`src/rtl/voice_synth_if.sv`:
```
// Configuration handshake bus for voice_synth: valid/ready with address and data.
interface voice_synth_if #(
  parameter int unsigned NVOICES = 3,
  parameter int unsigned PW      = 32
);
  localparam int unsigned AW = $clog2(NVOICES + 1);

  logic          cfg_valid;
  logic          cfg_ready;
  logic [AW-1:0] cfg_addr;
  logic [PW-1:0] cfg_data;

  modport master (output cfg_valid, output cfg_addr, output cfg_data, input cfg_ready);
  modport slave  (input cfg_valid, input cfg_addr, input cfg_data, output cfg_ready);
endinterface

```
`src/rtl/voice_synth.sv`:
```
// Multi-voice tone generator: per-voice phase counters, shared waveform shaper,
// enable-masked mix with gain shift and saturation to the output width.
module voice_synth #(
  parameter int unsigned NVOICES = 3,
  parameter int unsigned PW      = 32,
  parameter int unsigned OW      = 8
) (
  input  logic          clk,
  input  logic          rst_n,
  voice_synth_if.slave  cfg,
  output logic [OW-1:0] wave
);
  localparam int unsigned AW = $clog2(NVOICES + 1);
  localparam int unsigned SW = 4 + $clog2(NVOICES) + 3;
  localparam int unsigned CW = ((SW > OW) ? SW : OW) + 1;

  localparam logic [3:0] SINE [32] = '{
    4'd8, 4'd9, 4'd10, 4'd12, 4'd13, 4'd14, 4'd14, 4'd15,
    4'd15, 4'd15, 4'd14, 4'd14, 4'd13, 4'd12, 4'd10, 4'd9,
    4'd8, 4'd6, 4'd5, 4'd3, 4'd2, 4'd1, 4'd1, 4'd0,
    4'd0, 4'd0, 4'd1, 4'd1, 4'd2, 4'd3, 4'd5, 4'd6};

  typedef enum logic {IDLE, APPLY} state_t;

  state_t        state_q, state_d;
  logic [AW-1:0] addr_q, addr_d;
  logic [PW-1:0] data_q, data_d;
  logic          ready_d;

  logic [1:0]         wf_q;
  logic [1:0]         gain_q;
  logic [NVOICES-1:0] en_q;

  logic [PW-1:0] cnt_q     [NVOICES];
  logic [PW-1:0] active_q  [NVOICES];
  logic [PW-1:0] pend_q    [NVOICES];
  logic [4:0]    ph_q      [NVOICES];
  logic [PW-1:0] step_last [NVOICES];
  logic [3:0]    lvl       [NVOICES];

  logic          apply_period, apply_ctrl, resync;
  logic [SW-1:0] sum, shifted;
  logic [OW-1:0] sat;

  function automatic logic [3:0] level_f(input logic [1:0] wf, input logic [4:0] p);
    case (wf)
      2'd0:    level_f = {4{p[4]}};
      2'd1:    level_f = p[4:1];
      2'd2:    level_f = p[4] ? ~p[3:0] : p[3:0];
      default: level_f = SINE[p];
    endcase
  endfunction

  // Config FSM state and captured write
  always_ff @(posedge clk or negedge rst_n) begin
    if (!rst_n) begin
      state_q       <= IDLE;
      addr_q        <= '0;
      data_q        <= '0;
      cfg.cfg_ready <= 1'b0;
    end else begin
      state_q       <= state_d;
      addr_q        <= addr_d;
      data_q        <= data_d;
      cfg.cfg_ready <= ready_d;
    end
  end

  always_comb begin
    state_d = state_q;
    addr_d  = addr_q;
    data_d  = data_q;
    case (state_q)
      IDLE: begin
        if (cfg.cfg_valid && cfg.cfg_ready) begin
          addr_d  = cfg.cfg_addr;
          data_d  = cfg.cfg_data;
          state_d = APPLY;
        end
      end
      default: state_d = IDLE;
    endcase
    ready_d = (state_d == IDLE);
  end

  // Addresses above the control register fall through both decodes and are dropped
  assign apply_period = (state_q == APPLY) && (addr_q < AW'(NVOICES));
  assign apply_ctrl   = (state_q == APPLY) && (addr_q == AW'(NVOICES));
  assign resync       = apply_ctrl && data_q[4];

  always_ff @(posedge clk or negedge rst_n) begin
    if (!rst_n) begin
      wf_q   <= '0;
      gain_q <= '0;
      en_q   <= '0;
    end else if (apply_ctrl) begin
      wf_q   <= data_q[1:0];
      gain_q <= data_q[3:2];
      en_q   <= data_q[5 +: NVOICES];
    end
  end

  always_comb begin
    for (int i = 0; i < int'(NVOICES); i++) begin
      step_last[i] = (active_q[i] >> 5) - PW'(1);
      lvl[i]       = (active_q[i] < PW'(32)) ? 4'd0 : level_f(wf_q, ph_q[i]);
    end
  end

  // Voice counters; a pending period is taken only at phase wrap or while silent
  always_ff @(posedge clk or negedge rst_n) begin
    if (!rst_n) begin
      for (int i = 0; i < int'(NVOICES); i++) begin
        cnt_q[i]    <= '0;
        ph_q[i]     <= '0;
        active_q[i] <= '0;
        pend_q[i]   <= '0;
      end
    end else begin
      for (int i = 0; i < int'(NVOICES); i++) begin
        if (apply_period && (addr_q == AW'(i))) pend_q[i] <= data_q;
        if (active_q[i] < PW'(32)) begin
          cnt_q[i]    <= '0;
          ph_q[i]     <= '0;
          active_q[i] <= pend_q[i];
        end else if (cnt_q[i] == step_last[i]) begin
          cnt_q[i] <= '0;
          ph_q[i]  <= ph_q[i] + 5'd1;
          if (ph_q[i] == 5'd31) active_q[i] <= pend_q[i];
        end else begin
          cnt_q[i] <= cnt_q[i] + PW'(1);
        end
        if (resync) begin
          cnt_q[i] <= '0;
          ph_q[i]  <= '0;
        end
      end
    end
  end

  // Mix, gain and saturate
  always_comb begin
    sum = '0;
    for (int i = 0; i < int'(NVOICES); i++) begin
      if (en_q[i]) sum = sum + SW'(lvl[i]);
    end
    shifted = sum << gain_q;
    if (CW'(shifted) > CW'({OW{1'b1}})) sat = '1;
    else                                sat = OW'(shifted);
  end

  always_ff @(posedge clk or negedge rst_n) begin
    if (!rst_n) wave <= '0;
    else        wave <= sat;
  end
endmodule

```
`src/flat_wrapper.sv`:
```
// flat-port wrapper written by rule: the top's interface ports become plain ports
module voice_synth_flat 
#(
  parameter int unsigned NVOICES = 3,
  parameter int unsigned PW      = 32,
  parameter int unsigned OW      = 8
)
  (clk, rst_n, wave, cfg_cfg_valid, cfg_cfg_addr, cfg_cfg_data, cfg_cfg_ready);
  voice_synth_if #(.NVOICES(NVOICES), .PW(PW)) cfg_i ();
  input  logic clk;
  input  logic rst_n;
  output logic [OW-1:0] wave;
  input wire logic [$bits(cfg_i.cfg_valid)-1:0] cfg_cfg_valid;
  input wire logic [$bits(cfg_i.cfg_addr)-1:0] cfg_cfg_addr;
  input wire logic [$bits(cfg_i.cfg_data)-1:0] cfg_cfg_data;
  output wire logic [$bits(cfg_i.cfg_ready)-1:0] cfg_cfg_ready;
  assign cfg_i.cfg_valid = cfg_cfg_valid;
  assign cfg_i.cfg_addr = cfg_cfg_addr;
  assign cfg_i.cfg_data = cfg_cfg_data;
  assign cfg_cfg_ready = cfg_i.cfg_ready;
  voice_synth #(.NVOICES(NVOICES), .PW(PW), .OW(OW)) u_core (.clk(clk), .rst_n(rst_n), .cfg(cfg_i), .wave(wave));
endmodule
```
`config.mk`:
```
export PLATFORM = sky130hd
export DESIGN_NAME = voice_synth_flat
export DESIGN_NICKNAME = d
export VERILOG_FILES = /design/src/rtl/voice_synth_if.sv /design/src/rtl/voice_synth.sv /design/src/flat_wrapper.sv
export SDC_FILE = /design/constraint.sdc
export NUM_CORES = 1
export LEC_CHECK = 0
export CAP_MARGIN = 0
export CELL_PAD_IN_SITES_DETAIL_PLACEMENT = 1
export CELL_PAD_IN_SITES_GLOBAL_PLACEMENT = 1
export CORE_MARGIN = 8
export CORE_UTILIZATION = 54
export DETAILED_ROUTE_END_ITERATION = 10
export GPL_TIMING_DRIVEN = 0
export PLACE_DENSITY_LB_ADDON = 0.2
export RECOVER_POWER = 25
export SYNTH_ARGS = -nofsm -noshare
export SYNTH_HDL_FRONTEND = slang
export SYNTH_SLANG_ARGS = --single-unit
export TNS_END_PERCENT = 1
```
`constraint.sdc`:
```
create_clock -name clk -period 9 [get_ports clk]
set_clock_uncertainty 0.05 [all_clocks]
set_input_delay 0.9 -clock clk [delete_from_list [all_inputs] [get_ports clk]]
set_output_delay 0.9 -clock clk [all_outputs]
set_load 0.02 [all_outputs]
```
# --- Word level (Yosys, flattened, before mapping) ---
# Memory sizes are Yosys's and may differ from the RTL's.
# Cells that the tools add are included.
# W data, S select, Z words.
totals:
  word_cells: 132
  memories: 3
  romBits: 384
  output_inout_bits: 9
  register_bits: 354
  inputBits: 37
classes:
  n_eq_ne: 11
  reduce_logical: 22
  magnitude_cmp: 8
  bitwise: 8
  muxes: 48
  shifts: 1
  addsub: 11
mem_list:
  columns: ["memory", "depth", "word_bits", "read_ports", "rd_ports_with_merged_regs", "write_ports", "line", "source"]
  rows:
  - ["(no name shown)", 32, 4, 1, 0, 0, "voice_synth.sv:50", "default: level_f = SINE[p];"]
  - ["(no name shown)", 32, 4, 1, 0, 0, "voice_synth.sv:50", null]
  - ["(no name shown)", 32, 4, 1, 0, 0, "voice_synth.sv:50", null]
op_table:
  columns: ["cell", "n"]
  rows:
  - ["$mux W32", 18]
  - ["$add A32 B1 Y32 const B", 3]
  - ["$eq A32 B32 Y1", 3]
  - ["$lt A32 B6 Y1 const B", 3]
  - ["$sub A27 B1 Y28 const B", 3]
  - ["$mux W4", 13]
  - ["$mux W5", 9]
  - ["$pmux W4 S3", 3]
  - ["$add A9 B4 Y9", 2]
  - ["$ge A6 B6 Y1 const B", 3]
  - ["$mux W9", 2]
  - ["$not A5 Y6", 3]
  - ["$add A5 B1 Y5 const B", 3]
  - ["$eq A5 B5 Y1 const B", 3]
  - ["$not A4 Y4", 3]
  - ["$reduce_bool A2 Y1", 6]
  - ["$gt A9 B8 Y1 const B", 1]
  - ["$reduce_bool A3 Y1", 3]
  - ["$shl A9 B2 Y9", 1]
  - ["$mux W8", 1]
  - ["$reduce_and A2 Y1", 4]
  - ["$logic_and A1 B1 Y1", 7]
  - ["$eq A2 B2 Y1 const B", 3]
  - ["$eq A2 B1 Y1 const B", 2]
  - ["other kinds (4)", 7]

# --- Longest topological paths before layout ---
# Gate-level depths: netlist (run 1).
depth:
  word_depth: 14
  depth_mapped: 22

# --- Worst setup path before layout (run 1) ---
# Ideal clock, no wire load.
synth_path:
  path_kind: "register to register"
  start: "register u_core.active_q[52] in the netlist's numbering"
  end: "register u_core.wave[3]"
  setup_time_ns: 0.121
  slack_ns: 4.614
  stages_incl_launch_ff: 18
  n_path_buf: 2
  period_less_slack_ns: 4.386
  arrival_time_ns: 4.215
  required_ns: 8.829
  cell_sequence: "dfrtp_1 > buf_6 > or4_1 > clkbuf_2 > or2_2 > nor4_2 > a21oi_1 > ha_1 > inv_1 > fa_1 > mux2i_1 > ha_1 > a21o_1 > a21oi_1 > xnor2_1 > mux2_2 > mux2_2 > o22a_1"
synth_via:
  elab_chain_len: 9
synth_lines:
  columns: ["item", "line", "source"]
  rows:
  - ["start, declared", "voice_synth.sv:35", "logic [PW-1:0] active_q [NVOICES];"]
  - ["start signal, assigned by index", "voice_synth.sv:125", "active_q[i] <= pend_q[i];"]
  - ["start signal, assigned by index", "voice_synth.sv:129", "if (ph_q[i] == 5'd31) active_q[i] <= pend_q[i];"]
  - ["$lt A32 B6 Y1 *", "voice_synth.sv:106", "lvl[i] = (active_q[i] < PW'(32)) ? 4'd0 : level_f(wf_q, ph_q[i]);"]
  - ["$mux W4 *", "voice_synth.sv:106", null]
  - ["$add A9 B4 Y9 *", "voice_synth.sv:145", "if (en_q[i]) sum = sum + SW'(lvl[i]);"]
  - ["$mux W9 *", "voice_synth.sv:145", null]
  - ["$add A9 B4 Y9", "voice_synth.sv:145", null]
  - ["$mux W9 *", "voice_synth.sv:145", null]
  - ["$shl A9 B2 Y9 *", "voice_synth.sv:147", "shifted = sum << gain_q;"]
  - ["$gt A9 B8 Y1", "voice_synth.sv:148", "if (CW'(shifted) > CW'({OW{1'b1}})) sat = '1;"]
  - ["$mux W8 *", "voice_synth.sv:148", null]
  - ["net u_core.sat[3]", "voice_synth.sv:43", "logic [OW-1:0] sat;"]
  - ["end signal, assigned", "voice_synth.sv:154", "else wave <= sat;"]
  - ["end, declared", "voice_synth.sv:11", "output logic [OW-1:0] wave"]
# Mark *: on every way through the listed nets, which the timed path passes. The rest lies on a longest branch.
# A chain may end at the register's enable or synchronous reset.

# --- Final worst setup path (run 1) ---
layout_path:
  start: "register u_core.active_q[39] in the netlist's numbering"
  end: "register u_core.wave[3]"
# The elaborated chain is that of the path after synthesis.

==> summary.txt, run 1 <==
Outcome
  – Status: finished with violations
  – Violated checks: capacitance limit, slew limit

Power
  – IR drop worst, VDD: about 0.00022 V
  – Flop pwr share: 37.5%
  – Clock power share: between 20% and 30%
  – Combinational share of power: a little under two fifths
  – P_sw: 2573 uW
  – Post-layout power: around 6400 uW
  – Static Leak: 0.008880 uW
  – Sw frac: between 40% and 50%
  – P_int: 3825 uW
  – PwrDens: 314.7 nW/um^2

Synth
  – Post-synthesis register bit count: ~320
  – Post-synthesis net count: approximately 1900
  – Top-area cell type share of the netlist area: 44.94%
  – Yosys warnings: 0
  – Most used DFF post-synth: dfrtp_1
  – Ys async rst share: 100.0%
  – Largest cells by area after synthesis: dfrtp_1 45%, mux2_2 8.4%, xnor2_1 5.1%
  – Synthesized area: 18040 sq um
  – Most common cell in the netlist: dfrtp_1
  – Synth top cells by count: 324 x dfrtp_1, 189 x nand2_1, 152 x nor2_1
  – Post-synthesis cell count: 1824
  – Synth unique cells: 80
  – Area leader, netlist: dfrtp_1
  – Post-synth EDFFs: 0
  – Syn_area_per_cell: 9.890 sq um
  – Sequential-to-total area share from yosys stat: 44.94%

STA
  – Headroom to the max-slew limit: -202.9%
  – Unrepaired setup endpoints after global routing: false
  – Final worst-path cycle share: 62.20%
  – Crit path time final: 5.598 ns
  – Fmax: 178.6 MHz
  – Slew at the pin with the worst max-slew slack: 4.543 ns
  – # setup viols final: 0
  – Pins Over Slew Limit: 85
  – Final hold vios: 0

Floorplan
  – Total core area: about 33000 sq um
  – Num ports: 46
  – Die Ht: 198.8 microns
  – Full die area: 39510 sq um
  – Initial Util: a little over half
  – Row count: 67
  – Die X: 198.8 microns

GRT
  – GRT Residual Overflow: 0
  – First-pass GRT wire length: 89.11 mm
  – Vias in the first global route: 16200
  – Pin count of the biggest net entering global routing: 127
  – Initial antenna violation count: 2
  – GRT Total Usage: between 20% and 30%

Clock tree
  – H-tree lvl count: 2
  – Clock-pin transition on the worst setup and hold timing paths: 0.06 ns
  – CTS max path bufs: 3
  – Buffer count from post-CTS setup fixing: 0
  – Hold buffers post-CTS: 0
  – CTS tree: done
  – CTS Sinks: 324
  – Number of buffers created by CTS: 37
  – Clk root buf: clkbuf_16
  – Clk_lat worst skew: 0.56 ns
  – Post_cts resized: 0

Detailed routing
  – Initial DRC Count: 816
  – Post-route ant nets: 0
  – Via/cell ratio: roughly 6.2
  – WL final: 54.34 mm
  – Per-cell routed wire length: between 20 and 25 microns
  – TritonRoute pass-1 iters: 5
  – Vias: 14800
  – # DRC: 0

Cells and area
  – Area Growth Syn to Fin: 12.71%
  – Layout cell share with drive strength beyond 1: about an eighth
  – Final Non-Filler Cells: 2385
  – Final instance area: 20330 sq um
  – Ant diodes: 0
  – Final nets: 1982

Run
  – Max-cap violations: 1

Min path
  – HP Class: reg2reg

Worst setup path
  – Worst path required time: 9.37 ns
  – Startpoint types: flop
  – Setup crit end kind: flop
  – WP data arrival: a little under 6 ns
  – Worst-path maximum fanout: 8
  – WS Path Type: reg2reg

Placement
  – Port buffer count: 45
  – Detail Placement HPWL: ~38 mm
  – GPL Wtd Cong: 0.8844
  – Inst Count DP: 2320
  – Post-DP Area: 19140 sq um
routing by layer:
layer	part of all wire [%]	global-route usage, %
met1	42	35.44
met2	50	49.12
met3	4.4	4.263
met4	3.9	10.82
met5	0.024	0
power groups by stage:
stage               combinational [uW]  sequential (uW)  clock (uW)
floorplan                         1780             2190           0
global placement                  2220             2350           0
detailed placement                2370             2390           0
CTS                               2430             2390        1570
global route                      2680             2450        1620
finish                            2450             2400        1540
cell families after synthesis:
logic type,share of synthesized area [%]
and+or+nand+nor,19.67
DFF,44.94
AOI/OAI and AO/OA,10.15
xor gates and xnor gates,9.467
muxes,10.04
buffers and inverters,3.288
adders and majority gates,2.441
cells in the final DEF (no fill, tap or decap), types with 13 or more instances in the layout:
master	instances
ha_1	32
nand2_1	189
clkbuf_16	38
or4_1	33
o31ai_1	16
nor4_1	32
and3_1	23
mux2_2	134
o21ai_0	42
nand4_1	41
xnor2_1	105
nor3_1	73
a211oi_1	18
o211ai_1	13
xor2_1	90
clkdlybuf4s50_1	44
or3_1	16
dfrtp_1	324
inv_1	55
a21oi_1	50
nor2b_1	13
nor2_1	152
a22o_1	22
nand3_1	68
clkbuf_1	82
area by class of cell:
type	instances	area (sq um)
Buffer	89	379.1
Tap cell	448	560.5
Sequential cell	324	8108
Timing Repair Buffer	48	503.0
Inverter	57	214.0
Multi-Input combinational cell	1354	9339
Clock buffer	55	1095
Clock inverter	10	133.9
Fill cell	3667	12860
registers in the layout, summed over array words and instances, names as in the netlist:
name	cells
u_core.cfg.cfg_ready	1
u_core.active_q	81
u_core.wf_q	2
u_core.ph_q	15
u_core.gain_q	2
u_core.cnt_q	96
u_core.data_q	32
u_core.en_q	3
u_core.addr_q	2
u_core.state_q	1
u_core.wave	8
u_core.pend_q	81
critical path, cell delays in order, from the launching register on:
cell and delay (ns):
dfrtp_1 0.48, nor3_1 0.71, nand2_1 0.42, nor4_2 0.99
a21oi_1 0.12, ha_1 0.26, inv_1 0.07, fa_1 0.41
mux2i_1 0.40, ha_1 0.32, a21o_1 0.17, a21oi_1 0.21
xnor2_1 0.10, mux2_2 0.28, mux2_2 0.28, o22a_1 0.19
path summary, 6_finish.rpt:
check	from	to	slack, ns	depth (start not counted)
setup / recovery	u_core.active_q[39]	u_core.wave[3]	3.40	15
hold / removal	u_core.data_q[2]	u_core.data_q[2]	0.43	2
setup reg to reg	u_core.active_q[39]	u_core.wave[3]	3.40	15
hold reg to reg	u_core.data_q[2]	u_core.data_q[2]	0.43	2
max in group asynchronous	rst_n	u_core.cnt_q[95]	3.61	3
min in group asynchronous	rst_n	u_core.cnt_q[24]	0.48	2
stage by stage:
stage | hold WS (ns) | setup TNS [ns] | utilization, % | setup WS, ns
2_1_floorplan | 0.3901 | 0 | - | 4.614
3_3_place_gp | 0.4113 | -2264.50 | 57.39 | -7.038
3_5_place_dp | 0.4166 | 0 | 57.65 | 3.542
4_1_cts | 0.3951 | 0 | 61.35 | 3.495
5_1_grt | 0.4627 | 0 | 61.25 | 2.554
6_report | 0.4344 | 0 | 61.25 | 3.402
(Power assumes the default switching activity.)
==> inputs of run 2 (changes only) <==
--- a/config.mk
+++ b/config.mk
@@ -9,7 +9,7 @@
 export CELL_PAD_IN_SITES_DETAIL_PLACEMENT = 1
 export CELL_PAD_IN_SITES_GLOBAL_PLACEMENT = 1
 export CORE_MARGIN = 8
-export CORE_UTILIZATION = 54
+export CORE_UTILIZATION = 45
 export DETAILED_ROUTE_END_ITERATION = 10
 export GPL_TIMING_DRIVEN = 0
 export PLACE_DENSITY_LB_ADDON = 0.2
==> constraint.sdc (replaced) <==
create_clock -name clk -period 4.9 [get_ports clk]
set_clock_uncertainty 0.05 [all_clocks]
set_input_delay 0.49 -clock clk [delete_from_list [all_inputs] [get_ports clk]]
set_output_delay 0.49 -clock clk [all_outputs]
set_load 0.02 [all_outputs]
==> summary.txt, run 2 (synthesis gave the netlist of run 1 again) <==
Cells and area
  – Top Registers: u_core.cnt_q (96), u_core.active_q (81), u_core.pend_q (81)
  – Number of flip-flops in the largest register: 96
  – Most common cell after layout, fill and taps aside: dfrtp_1
  – Most frequent cells in the layout: 324 x dfrtp_1, 189 x nand2_1, 152 x nor2_1, 134 x mux2_2, 105 x xnor2_1
  – Fill count: 4422
  – Area Growth Syn to Fin: 14.57%
  – Final instance area: 20670 sq um
  – Final nets: 1987
  – Top reg by flops: u_core.cnt_q
  – Layout cell share with drive strength beyond 1: 13.90%
  – Ant diodes: 0

Clock tree
  – Clock-pin transition on the worst setup and hold timing paths: 0.06 ns
  – Number of buffers created by CTS: 39
  – Clk_lat worst skew: ~0.55 ns
  – Clk root buf: clkbuf_16
  – H-tree lvl count: 2
  – CTS tree: done
  – CTS Sinks: 324
  – CTS max path bufs: 3

Outcome
  – Violated checks: capacitance limit, slew limit
  – Status: finished with violations

Placement
  – GPL Wtd Cong: 0.8703
  – Placement Setup Slack: -0.6981 ns
  – Detail Placement HPWL: 37.39 mm
  – Port buffer count: 45
  – Post-DP Area: 19210 sq um

Detailed routing
  – WL final: 51.46 mm
  – # DRC: 0
  – Highest routed layer: met4
  – Vias: 14360
  – Per-cell routed wire length: 20.86 microns
  – Via/cell ratio: 5.821
  – M1 wire length: 23.72 mm
  – Met2 wire len: 23.96 mm
  – Post-route ant nets: 0
  – Met3 routed WL: 2.150 mm
  – Initial DRC Count: 857
  – TritonRoute pass-1 iters: 7

Floorplan
  – Total core area: a little under 40000 sq um
  – Row count: 73
  – Die Ht: 216.2 microns
  – Die X: 216.2 microns
  – Initial Util: 45.51%
  – Full die area: 46750 sq um
  – Num ports: 46

Power
  – IR drop worst, VDD: 0.0003077 V
  – Static Leak: 0.008978 uW
  – PwrDens: roughly 570 nW/um^2

Run
  – Max-cap violations: 1

STA
  – Slew at the pin with the worst max-slew slack: ~2.4 ns
  – Unrepaired setup endpoints after global routing: true
  – # setup viols final: 0
  – Pins Over Slew Limit: 92
  – Fmax: 214.0 MHz
  – Final hold vios: 0
  – Crit path time final: between 4 and 5 ns
  – Final worst slack: 0.2272 ns
  – Headroom to the max-slew limit: -63.12%
  – Final worst-path cycle share: 95.36%

GRT
  – Vias in the first global route: 15120
  – GRT Total Usage: 22.01%
  – First-pass GRT wire length: 83.79 mm
  – Pin count of the biggest net entering global routing: 130
  – Initial antenna violation count: 1
  – GRT Residual Overflow: 0

Worst setup path
  – Crit-path cells: or4_1, clkbuf_2, or2_2, nor4_4, buf_4, a21oi_1, ha_1, inv_1, fa_1, mux2i_4, ha_1, a21o_1, a21oi_2, xnor2_1, mux2_2, mux2_2, o22a_1
  – Worst-path maximum fanout: 7
  – Worst Path Buf+Inv: 3
  – Max incr delay on CP: roughly 0.53 ns
  – Critical path's top delay family: simple AND/OR/NAND/NOR gates
  – Slowest stage cell, crit path: or4_1
  – Startpoint types: flop
  – WP data arrival: 5.04 ns
  – Worst path required time: 5.27 ns
  – Setup crit end kind: flop
  – WS Path Type: reg2reg

Min path
  – HP Class: reg2reg
## run 2: cell types whose count changed in the layout (fill, tap and decap cells not counted), moves of 3 or more
cell	delta
buf_4	+3
clkbuf_16	+3
nor4_4	+3
clkbuf_2	+4
nor4_1	-8
nor4_2	+5
clkbuf_1	-9
clkinv_2	+4
## run 2: timing repair
item                                    in CTS  in global routing
hold buffers                                 1                  0
buffers inserted                             3                  0
endpoints found under the setup margin      63                114
gates cloned                                 0                  0
resized for setup                            8                 15
pin swaps                                    1                  0
endpoints found under the hold margin       90                  0
## run 2: final timing paths
check / start / to / slack (ns) / cells after the start
max: u_core.active_q[54] / u_core.wave[3] / 0.23 / 17
min: u_core.data_q[1] / u_core.data_q[1] / 0.42 / 2
max reg2reg: u_core.active_q[54] / u_core.wave[3] / 0.23 / 17
min reg2reg: u_core.data_q[1] / u_core.data_q[1] / 0.42 / 2
max in group asynchronous: rst_n / u_core.wave[6] / 0.93 / 3
min in group asynchronous: rst_n / u_core.cnt_q[28] / 1.16 / 2
## run 2: report_power, final
part / switching (uW) / total [uW] / internal [uW]
clock: 1170 / 3000 / 1820
sequential: 944 / 4400 / 3460
combinational: 2510 / 4470 / 1960
total: 4630 / 11900 / 7230
## run 2: cell type report
class	instances	area [sq um]	area share, %
plain buffers	89	382.9	1.853
clock buffers	50	1120	5.418
clock inverters	17	201.4	0.9747
inverters	57	214.0	1.035
multi-input cells	1354	9472	45.83
flip-flops and latches	324	8108	39.23
well taps	525	656.9	3.178
repair buffers	51	513.0	2.482
## run 2: worst reg2reg max path: cells and delay by family (launching register included)
| family | cells | cell delay, ns |
|---|---|---|
| AND/OR/NAND/NOR | 3 | 1.11 |
| AO/OA/AOI/OAI | 4 | 0.66 |
| adder cells (fa/ha/maj) | 3 | 0.94 |
| multiplexers | 3 | 0.79 |
| flip-flops | 1 | 0.46 |
| XOR/XNOR | 1 | 0.10 |
| buffers and inverters | 3 | 0.44 |
## run 2: routing by layer
| layer | GRT usage [%] | vias to the layer above |
|---|---|---|
| met4 | 7.574 | 0 |
| met5 | 0 | - |
| met2 | 35.73 | 257 |
| met3 | 3.329 | 93 |
| met1 | 29.76 | 7306 |
| li1 | - | 6705 |
## run 2: stage by stage
step | setup TNS [ns] | hold WS (ns) | util (%) | instances | power (uW)
4_1_cts | 0 | 0.3985 | 51.99 | 2467 | 11830
3_5_place_dp | -8.522 | 0.4147 | 48.45 | 2396 | 8724
2_1_floorplan | 0 | 0.1444 | - | 1824 | 7298
6_report | 0 | 0.4234 | 52.14 | 2467 | 11860
3_3_place_gp | -3527.90 | 0.4156 | 48.30 | 2394 | 8465
5_1_grt | -0.09847 | 0.4310 | 52.14 | 2467 | 12610
==> inputs of run 3 (changes only) <==
--- a/config.mk
+++ b/config.mk
@@ -6,14 +6,16 @@
 export NUM_CORES = 1
 export LEC_CHECK = 0
 export CAP_MARGIN = 0
-export CELL_PAD_IN_SITES_DETAIL_PLACEMENT = 1
-export CELL_PAD_IN_SITES_GLOBAL_PLACEMENT = 1
+export CELL_PAD_IN_SITES_DETAIL_PLACEMENT = 2
+export CELL_PAD_IN_SITES_GLOBAL_PLACEMENT = 2
 export CORE_MARGIN = 8
-export CORE_UTILIZATION = 45
+export CORE_UTILIZATION = 37
 export DETAILED_ROUTE_END_ITERATION = 10
 export GPL_TIMING_DRIVEN = 0
 export PLACE_DENSITY_LB_ADDON = 0.2
 export RECOVER_POWER = 25
+export SKIP_LAST_GASP = 1
+export SLEW_MARGIN = 0
 export SYNTH_ARGS = -nofsm -noshare
 export SYNTH_HDL_FRONTEND = slang
 export SYNTH_SLANG_ARGS = --single-unit
==> summary.txt, run 3 (synthesis gave the netlist of run 1 again) <==
Power
  – Sw frac: 39.81%
  – PwrDens: approximately 570 nW/um^2
  – Clock power share: between 20% and 30%
  – Flop pwr share: a little under two fifths
  – Combinational share of power: 38.4%
  – P_int: about 7100 uW
  – P_sw: between 4000 and 5000 uW
  – Static Leak: roughly 0.009 uW
  – IR drop worst, VDD: 0.0002834 V
  – Post-layout power: approximately 12000 uW

Run
  – Max-cap violations: 1

STA
  – Crit path time final: 4.790 ns
  – Final hold vios: 0
  – # setup viols final: 0
  – Headroom to the max-slew limit: -65.07%
  – WHS: 0.4225 ns
  – Setup TNS: 0 ns
  – Slew at the pin with the worst max-slew slack: 2.476 ns
  – Unrepaired setup endpoints after global routing: true
  – Final worst-path cycle share: 97.75%
  – Fmax: 208.8 MHz
  – Pins Over Slew Limit: 40
  – Final worst slack: 0.1102 ns

Outcome
  – Violated checks: capacitance limit, slew limit
  – Status: finished with violations

Clock tree
  – CTS tree: done
  – Number of buffers created by CTS: 39
  – H-tree lvl count: 2
  – Clock-pin transition on the worst setup and hold timing paths: approximately 0.06 ns
  – CTS max path bufs: 3
  – Clk_lat worst skew: 0.55 ns
  – Clk root buf: clkbuf_16
  – CTS Sinks: roughly 320

Worst setup path
  – WS Path Type: reg2reg
  – Worst path required time: around 5.3 ns
  – Slowest stage cell, crit path: or4_1
  – Startpoint types: flop
  – Crit-path cells: buf_6, or4_1, clkbuf_2, or2_2, nor4_4, buf_4, a21oi_1, ha_1, inv_1, fa_1, mux2i_2, inv_1, fa_1, nor2b_1, o21a_1, o21ai_0, xnor2_1, and2_1, o32a_1
  – Worst-path maximum fanout: 8
  – R2R Setup Slk: between 0.1 and 0.15 ns
  – WP data arrival: 5.16 ns
  – Setup crit end kind: flop
  – Max incr delay on CP: 0.46 ns

Cells and area
  – Register area: 8108 sq um
  – Multi-input gate area: 9425 sq um
  – Final instance area: 20730 sq um
  – Fill count: 5159
  – Most common cell after layout, fill and taps aside: dfrtp_1
  – Final nets: ~2000
  – Number of flip-flops in the largest register: 96
  – Top reg by flops: u_core.cnt_q
  – Area Growth Syn to Fin: 14.94%
  – Top Registers: u_core.cnt_q (96), u_core.active_q (81), u_core.pend_q (81)
  – Layout cell share with drive strength beyond 1: 13.33%
  – Most frequent cells in the layout: 324 x dfrtp_1, 189 x nand2_1, 152 x nor2_1, 134 x mux2_2, 105 x xnor2_1

Floorplan
  – Row count: 81
  – Die Ht: around 240 microns
  – Initial Util: 37.16%
  – Die X: 236.8 microns
  – Full die area: 56080 sq um
  – Num ports: between 40 and 50
  – Total core area: 48550 sq um

Placement
  – GPL Wtd Cong: 0.8098
  – Post-DP Area: 19360 sq um
  – Port buffer count: 45
  – Placement Setup Slack: -0.6795 ns
  – Detail Placement HPWL: 42.35 mm

Detailed routing
  – Per-cell routed wire length: 22.17 microns
  – Via/cell ratio: 5.636
  – TritonRoute pass-1 iters: 4
  – Initial DRC Count: 618
  – # DRC: 0
  – Post-route ant nets: 0
  – Vias: roughly 14000
  – WL final: 56.89 mm

GRT
  – GRT Residual Overflow: 0
  – First-pass GRT wire length: 92.41 mm
  – Pin count of the biggest net entering global routing: around 110
  – Initial antenna violation count: 2
  – Vias in the first global route: 16280
  – GRT Total Usage: 20.42%

Min path
  – HP Class: in2reg
## run 3: cell types whose count changed in the layout (fill, tap and decap cells not counted), sizes merged
cell,previous run,this run
buf,19,23
bufinv,4,2
clkbuf,126,130
clkinv,12,9
clkinvlp,2,1
diode,0,1
inv,56,55
## run 3: final timing paths
| path | startpoint | end | depth (start not counted) |
|---|---|---|---|
| setup / recovery | u_core.active_q[52] | u_core.wave[5] | 19 |
| hold / removal | cfg_cfg_data[12] | u_core.data_q[12] | 3 |
| setup reg to reg | u_core.active_q[52] | u_core.wave[5] | 19 |
| hold reg to reg | u_core.data_q[2] | u_core.data_q[2] | 2 |
| max in group asynchronous | rst_n | u_core.wave[5] | 5 |
| min in group asynchronous | rst_n | u_core.cnt_q[28] | 2 |
## run 3: metrics by stage
stage	std cells	utilization, %
after floorplan	1824	-
after global placement	2491	39.69
after detailed placement	2494	39.87
after CTS	2564	42.61
after global routing	2565	42.71
final	2566	42.71
## run 3: layout make-up
type,count,share of cell area [%]
Multi-Input combinational cell,1354,45.46
Sequential cell,324,39.10
Clock buffer,56,5.558
Tap cell,622,3.753
Timing Repair Buffer,53,2.734
Buffer,89,1.840
Inverter,57,1.032
Clock inverter,10,0.5129
Antenna cell,1,0.01207
## run 3: power groups by stage
stage                     clock, uW  sequential [uW]  combinational (uW)
final                          2890             4420                4550
after floorplan                   0             4020                3270
after CTS                      2980             4410                4530
after global placement            0             4380                4190
after global routing           3060             4520                5040
after detailed placement          0             4440                4440
## run 3: what timing repair did
| item | in CTS | in global routing |
|---|---|---|
| pin swaps | 1 | 1 |
| resized for setup | 6 | 10 |
| endpoints found under the hold margin | 39 | 0 |
| buffers inserted | 3 | 1 |
| hold buffers | 1 | 0 |
| setup endpoints to repair | 135 | 124 |
## run 3: layer usage
layer	vias up	track usage [%]	wire length [microns]
met4	0	5.579	1209
met2	160	35.25	28020
met5	-	0	0
met1	7529	26.44	25870
li1	6705	-	-
met3	67	3.023	1788
## run 3: worst max-delay path, delay by kind of cell, from the launching register on
kind | cells | cell delay, ns
xor+xnor | 1 | 0.16
mux | 1 | 0.33
flops | 1 | 0.38
simple gates | 5 | 1.37
buf+inv | 5 | 0.69
fa+ha+maj | 3 | 1.09
compound gates | 4 | 0.58
